--- config.mk ---
export PLATFORM = sky130hd
export DESIGN_NAME = ex_operand_stage
export DESIGN_NICKNAME = d
export VERILOG_FILES = /design/src/rtl/ex_pkg.sv /design/src/rtl/ex_fwd_mux.sv /design/src/rtl/ex_operand_stage.sv
export SDC_FILE = /design/constraint.sdc
export NUM_CORES = 1
export LEC_CHECK = 0
export CAP_MARGIN = 20
export CELL_PAD_IN_SITES_DETAIL_PLACEMENT = 1
export CELL_PAD_IN_SITES_GLOBAL_PLACEMENT = 2
export CORE_MARGIN = 1
export CORE_UTILIZATION = 17
export CTS_CLUSTER_DIAMETER = 120
export DETAILED_ROUTE_END_ITERATION = 12
export GPL_ROUTABILITY_DRIVEN = 0
export PLACE_DENSITY = 0.8
export SYNTH_ARGS = -nofsm -noshare
export SYNTH_HDL_FRONTEND = slang
export SYNTH_SLANG_ARGS = --single-unit
--- constraint.sdc ---
create_clock -name clk -period 2.6 [get_ports clk]
set_input_delay 0.52 -clock clk [delete_from_list [all_inputs] [get_ports clk]]
set_output_delay 0.52 -clock clk [all_outputs]
set_load 0.01 [all_outputs]
--- src/rtl/ex_pkg.sv ---
// Shared definitions for the ID/EX operand stage: op encodings, default widths
// and the registered operand bundle handed to the EX adder/subtractor.
package ex_pkg;

    localparam int EX_DATA_W = 32;
    localparam int EX_REG_AW = 5;
    localparam int EX_IMM_W  = 16;

    typedef enum logic [1:0] {
        ALU_ADD   = 2'd0,
        ALU_SUB   = 2'd1,
        ALU_SLT   = 2'd2,
        ALU_PASSB = 2'd3
    } alu_op_e;

    typedef struct packed {
        logic [EX_DATA_W-1:0] a;
        logic [EX_DATA_W-1:0] b;
        logic                 add_sub;
        logic                 slt;
        logic                 passb;
        logic [EX_REG_AW-1:0] rd;
        logic                 wr_en;
    } operand_t;

endpackage

--- src/rtl/ex_fwd_mux.sv ---
// Operand source select: EX/MEM over MEM/WB over register file, r0 never forwarded.
// Purely combinational; with FORWARDING_EN undefined it passes register-file data.
module ex_fwd_mux
    import ex_pkg::*;
#(
    parameter int DATA_W = EX_DATA_W,
    parameter int REG_AW = EX_REG_AW
) (
    input  logic [REG_AW-1:0] i_addr,
    input  logic [DATA_W-1:0] i_rf_data,
    input  logic              i_exmem_wr,
    input  logic [REG_AW-1:0] i_exmem_rd,
    input  logic [DATA_W-1:0] i_exmem_data,
    input  logic              i_memwb_wr,
    input  logic [REG_AW-1:0] i_memwb_rd,
    input  logic [DATA_W-1:0] i_memwb_data,
    output logic [DATA_W-1:0] o_data
);

`ifdef FORWARDING_EN
    always_comb begin
        o_data = i_rf_data;
        if (i_exmem_wr && (i_exmem_rd == i_addr) && (i_addr != '0)) begin
            o_data = i_exmem_data;
        end else if (i_memwb_wr && (i_memwb_rd == i_addr) && (i_addr != '0)) begin
            o_data = i_memwb_data;
        end
    end
`else
    // Hazards are resolved by upstream stalls in this build.
    logic w_unused;
    assign w_unused = ^{i_addr, i_exmem_wr, i_exmem_rd, i_exmem_data,
                        i_memwb_wr, i_memwb_rd, i_memwb_data};
    assign o_data   = i_rf_data;
`endif

endmodule

--- src/rtl/ex_operand_stage.sv ---
// ID/EX register: forwards and extends operands, decodes add/sub control, 1-cycle latency.
// Single-entry valid/ready slot with flush; forwarding enabled by macro FORWARDING_EN.
module ex_operand_stage
    import ex_pkg::*;
#(
    parameter int DATA_W = EX_DATA_W,
    parameter int REG_AW = EX_REG_AW,
    parameter int IMM_W  = EX_IMM_W
) (
    input  logic              clk,
    input  logic              rst,
    input  logic              in_valid,
    output logic              in_ready,
    input  logic [REG_AW-1:0] in_rs_addr,
    input  logic [REG_AW-1:0] in_rt_addr,
    input  logic [REG_AW-1:0] in_rd_addr,
    input  logic [DATA_W-1:0] in_rs_data,
    input  logic [DATA_W-1:0] in_rt_data,
    input  logic [IMM_W-1:0]  in_imm,
    input  logic              in_use_imm,
    input  logic              in_sign_ext,
    input  logic [1:0]        in_alu_op,
    input  logic              in_wr_en,
    input  logic              exmem_wr,
    input  logic [REG_AW-1:0] exmem_rd,
    input  logic [DATA_W-1:0] exmem_data,
    input  logic              memwb_wr,
    input  logic [REG_AW-1:0] memwb_rd,
    input  logic [DATA_W-1:0] memwb_data,
    input  logic              flush,
    output logic              out_valid,
    input  logic              out_ready,
    output logic [DATA_W-1:0] op_a,
    output logic [DATA_W-1:0] op_b,
    output logic              add_sub,
    output logic              out_slt,
    output logic              out_passb,
    output logic [REG_AW-1:0] out_rd,
    output logic              out_wr_en
);

    logic              r_valid;
    operand_t          r_op;
    operand_t          w_next;
    logic [DATA_W-1:0] w_a;
    logic [DATA_W-1:0] w_rt;
    logic [DATA_W-1:0] w_imm_ext;
    logic              w_accept;
    alu_op_e           w_op;

    ex_fwd_mux #(.DATA_W(DATA_W), .REG_AW(REG_AW)) u_fwd_a (
        .i_addr       (in_rs_addr),
        .i_rf_data    (in_rs_data),
        .i_exmem_wr   (exmem_wr),
        .i_exmem_rd   (exmem_rd),
        .i_exmem_data (exmem_data),
        .i_memwb_wr   (memwb_wr),
        .i_memwb_rd   (memwb_rd),
        .i_memwb_data (memwb_data),
        .o_data       (w_a)
    );

    ex_fwd_mux #(.DATA_W(DATA_W), .REG_AW(REG_AW)) u_fwd_b (
        .i_addr       (in_rt_addr),
        .i_rf_data    (in_rt_data),
        .i_exmem_wr   (exmem_wr),
        .i_exmem_rd   (exmem_rd),
        .i_exmem_data (exmem_data),
        .i_memwb_wr   (memwb_wr),
        .i_memwb_rd   (memwb_rd),
        .i_memwb_data (memwb_data),
        .o_data       (w_rt)
    );

    assign in_ready  = !r_valid || out_ready;
    assign w_accept  = in_valid && in_ready;
    assign w_op      = alu_op_e'(in_alu_op);
    assign w_imm_ext = {{(DATA_W-IMM_W){in_sign_ext & in_imm[IMM_W-1]}}, in_imm};

    always_comb begin
        w_next         = '0;
        w_next.a       = w_a;
        w_next.b       = in_use_imm ? w_imm_ext : w_rt;
        w_next.add_sub = (w_op == ALU_SUB) || (w_op == ALU_SLT);
        w_next.slt     = (w_op == ALU_SLT);
        w_next.passb   = (w_op == ALU_PASSB);
        w_next.rd      = in_rd_addr;
        w_next.wr_en   = in_wr_en;
    end

    // Flush and bubbles clear only valid/wr_en; data fields stay at their last defined value.
    always_ff @(posedge clk) begin
        if (rst) begin
            r_valid <= 1'b0;
            r_op    <= '0;
        end else if (flush) begin
            r_valid    <= 1'b0;
            r_op.wr_en <= 1'b0;
        end else if (w_accept) begin
            r_valid <= 1'b1;
            r_op    <= w_next;
        end else if (out_ready) begin
            r_valid    <= 1'b0;
            r_op.wr_en <= 1'b0;
        end
    end

    assign out_valid = r_valid;
    assign op_a      = r_op.a;
    assign op_b      = r_op.b;
    assign add_sub   = r_op.add_sub;
    assign out_slt   = r_op.slt;
    assign out_passb = r_op.passb;
    assign out_rd    = r_op.rd;
    assign out_wr_en = r_op.wr_en;

endmodule
==> impl_summary.log <==
INFO  metric status = finished clean
INFO  metric multiInputGateArea = 0.001383 mm²
INFO  metric grt_pass1_vias = 3454
INFO  metric setup_repair_after_global_routing_missed_its_margin = false
INFO  metric yosys.area.top_type_share = 0.4815
INFO  metric synth_flop_cell = dfxtp_1
INFO  metric fin_skew = 0.008255 ns
INFO  metric final_wirelength = 11500 µm
INFO  metric cts.repair.resized = 0
INFO  metric synth.largest_area_cell = dfxtp_1
INFO  metric clock_tree.root_cell = clkbuf_16
INFO  metric crit_path_cell_trace = clkdlybuf4s50_1, nor2b_4, inv_2, clkdlybuf4s50_1
INFO  metric synth.cell_area = 0.003077 mm²
INFO  metric die-width = 136.5 µm
INFO  metric placeableCoreArea = 0.01748 mm²
INFO  metric grt_max_degree = 75
INFO  metric floorplan.die_area = 0.01864 mm²
INFO  metric yosysWarningCount = 0
INFO  metric fillerInstances = 2031
INFO  metric dp_hpwl = 7820 µm
INFO  metric cp-end-kind = primary output
INFO  metric synth_edf_count = 0
INFO  metric ant_nets = 0
INFO  metric cts_buffer_depth = 2
INFO  metric tritoncts = built
INFO  metric crit_path_frequent_cell = clkdlybuf4s50_1
INFO  metric final.min_clock_period = 2.293 ns
INFO  metric synthToLayoutAreaGrowth = 70.80%
INFO  metric power_density = 579.5 mW/mm²
INFO  metric wire_per_inst = 15.88 µm
INFO  metric critical_path_required = 2.08 ns
INFO  metric synth_cell_types = 22
INFO  metric maximum_capacitance_violations = 0
INFO  metric hold_viol_final = 0
INFO  metric number_of_clock_sinks = 74
INFO  metric synth-async-reset-ratio = 0
INFO  metric globalRouteTotalUtil = 0.1248
INFO  metric finalSetupViolations = 0
INFO  metric holdBufCountCts = 0
INFO  metric place_inst = 708
INFO  metric fmax = 436.1 MHz
INFO  metric cts_setup_buffers = 0
INFO  metric antenna_found_initial = 0
INFO  metric synth_common_cells = 74 x dfxtp_1, 72 x a21oi_1, 40 x nand3_1, 39 x o21ai_0, 34 x a211oi_1
INFO  metric period_share = 0.8820
INFO  metric portBuffers = 169
INFO  metric route.detailed.vias_per_inst = 4.468
INFO  metric mappedNetlistNets = 526
INFO  metric grt_pass1_wl = 17660 µm
INFO  metric worst_ir_drop_vdd = 0.2700 mV
INFO  metric dr.pass1.iters = 4
INFO  metric die_span_y = 136.5 µm
INFO  metric timing_worst_slew_pin_value = 0.7337 ns
INFO  metric clk_pin_slew_worst_paths = 0.06 ns
INFO  metric worstSkewPairLatency = 0.34 ns
INFO  metric leakagePower = 1.811 nW
INFO  metric drv_slew = 0
INFO  metric crit_family = buffers and inverters
INFO  metric drc = 0
INFO  metric drt_iter0_drc = 105
INFO  metric drive_gt1_frac = 0.06012
INFO  metric worstSetupPathType = in2out
INFO  metric start_util = 0.1760
INFO  metric cts-buffers-inserted = 9
INFO  metric globalRoute.totalOverflow = 0
INFO  metric crit_path_top_delay_cell = clkdlybuf4s50_1
INFO  metric power.total = 3.045 mW
INFO  metric synthMostInstantiatedCell = dfxtp_1
INFO  metric yosys_register_bits = 74
INFO  metric fin_setup_tns = 0 ns
INFO  metric dr_total_vias = 3235
INFO  metric seq_area = 0.001481 mm²
INFO  metric fp-row-count = 48
INFO  metric worst_setup_path_start_kind = primary input
INFO  metric synthesis.instances = 343
INFO  metric synth_seq_area_share = 0.4815
INFO  metric ff2ff_setup_slack = 1.09 ns
INFO  metric finish.net_count = 677
INFO  metric synth.avg_cell_area = 8.970 µm²
INFO  metric timing.critical_path.fanout_max = 2
INFO  metric classification_of_the_worst_slack_hold_path = reg2reg
INFO  metric timing.critical_path.buf_inv = 3
INFO  metric pin_count = 256
INFO  metric cts_htree_levels = 3
INFO  metric slew_headroom = 0.5103
INFO  metric critPathMaxStageDelay = 0.57 ns
INFO  metric post_layout_nonfiller_instances = 724
INFO  metric antenna_cells_inserted = 0
INFO  metric ys_top_cells_by_area = dfxtp_1 48%, a21oi_1 12%, a211oi_1 8.3%
INFO  metric arrival = 1.77 ns
-- worst reg2reg max path, stage by stage, from the launching register on --
cell	delay, ns
dfxtp_1	0.31
nor2b_4	0.13
buf_4	0.15
nor2_2	0.58
a211oi_1	0.18
-- power by group --
group | switching [mW] | leakage, nW | internal, mW
logic | 0.223 | 1.06 | 0.310
clock network | 0.486 | 0.147 | 0.796
registers | 0.0329 | 0.607 | 1.20
-- final timing paths --
check | cells after the start | end | start
max | 4 | in_ready | out_ready
min | 2 | op_a[24] | op_a[24]
max reg2reg | 4 | op_b[0] | out_valid
min reg2reg | 2 | op_a[24] | op_a[24]
-- cells by family (layout without fill, tap and decap cells) --
| family | count (synthesis) | in the layout | share of synthesized area |
|---|---|---|---|
| AO/OA/AOI/OAI | 147 | 147 | 0.2749 |
| adder cells (fa/ha/maj) | 2 | 2 | 0.008132 |
| buffers and inverters | 42 | 198 | 0.07401 |
| flip-flops | 74 | 74 | 0.4815 |
| multiplexers | 16 | 16 | 0.05205 |
| AND/OR/NAND/NOR | 62 | 62 | 0.1094 |
-- registers in the layout (all words and copies together) (netlist names) --
register,cells
add_sub,1
op_a,32
op_b,32
out_passb,1
out_rd,5
out_slt,1
out_valid,1
out_wr_en,1
-- cells in the final DEF (no fill, tap or decap), drive strengths merged --
master           n
nor2b            2
clkbuf          14
ha               2
buf             11
bufinv           1
clkinv           1
o21ai           39
nand3           40
nand2b          17
a21oi           72
a211o            1
nor3             1
nor2             2
inv              3
dfxtp           74
a311oi           1
a211oi          34
clkdlybuf4s50  168
mux2i           16
-- area by class of cell --
class	instances	area share
multi-input cells	227	0.2631
flip-flops and latches	74	0.2819
clock buffers	14	0.05024
clock inverters	2	0.006667
repair buffers	179	0.3424
well taps	225	0.05357
inverters	3	0.002143
-- routing by layer --
layer | track usage | vias to the layer above | share of wire
met5 | 0 | - | 0
met4 | 0.03519 | 0 | 0.0068
met2 | 0.2107 | 121 | 0.48
li1 | - | 1542 | -
met3 | 0.05000 | 4 | 0.082
met1 | 0.1446 | 1568 | 0.43
-- through the flow --
step,util,hold slack (ns),setup WS (ns),instance area [µm²]
floorplan,-,0.4984,0.9805,3077
global placement,0.2836,0.4605,0.2880,4956
detailed placement,0.2836,0.4722,0.2784,4956
CTS,0.3007,0.4811,0.2730,5255
global route,0.3007,0.5057,0.2506,5255
finish,0.3007,0.4772,0.3067,5255
(Power assumes the default switching activity.)
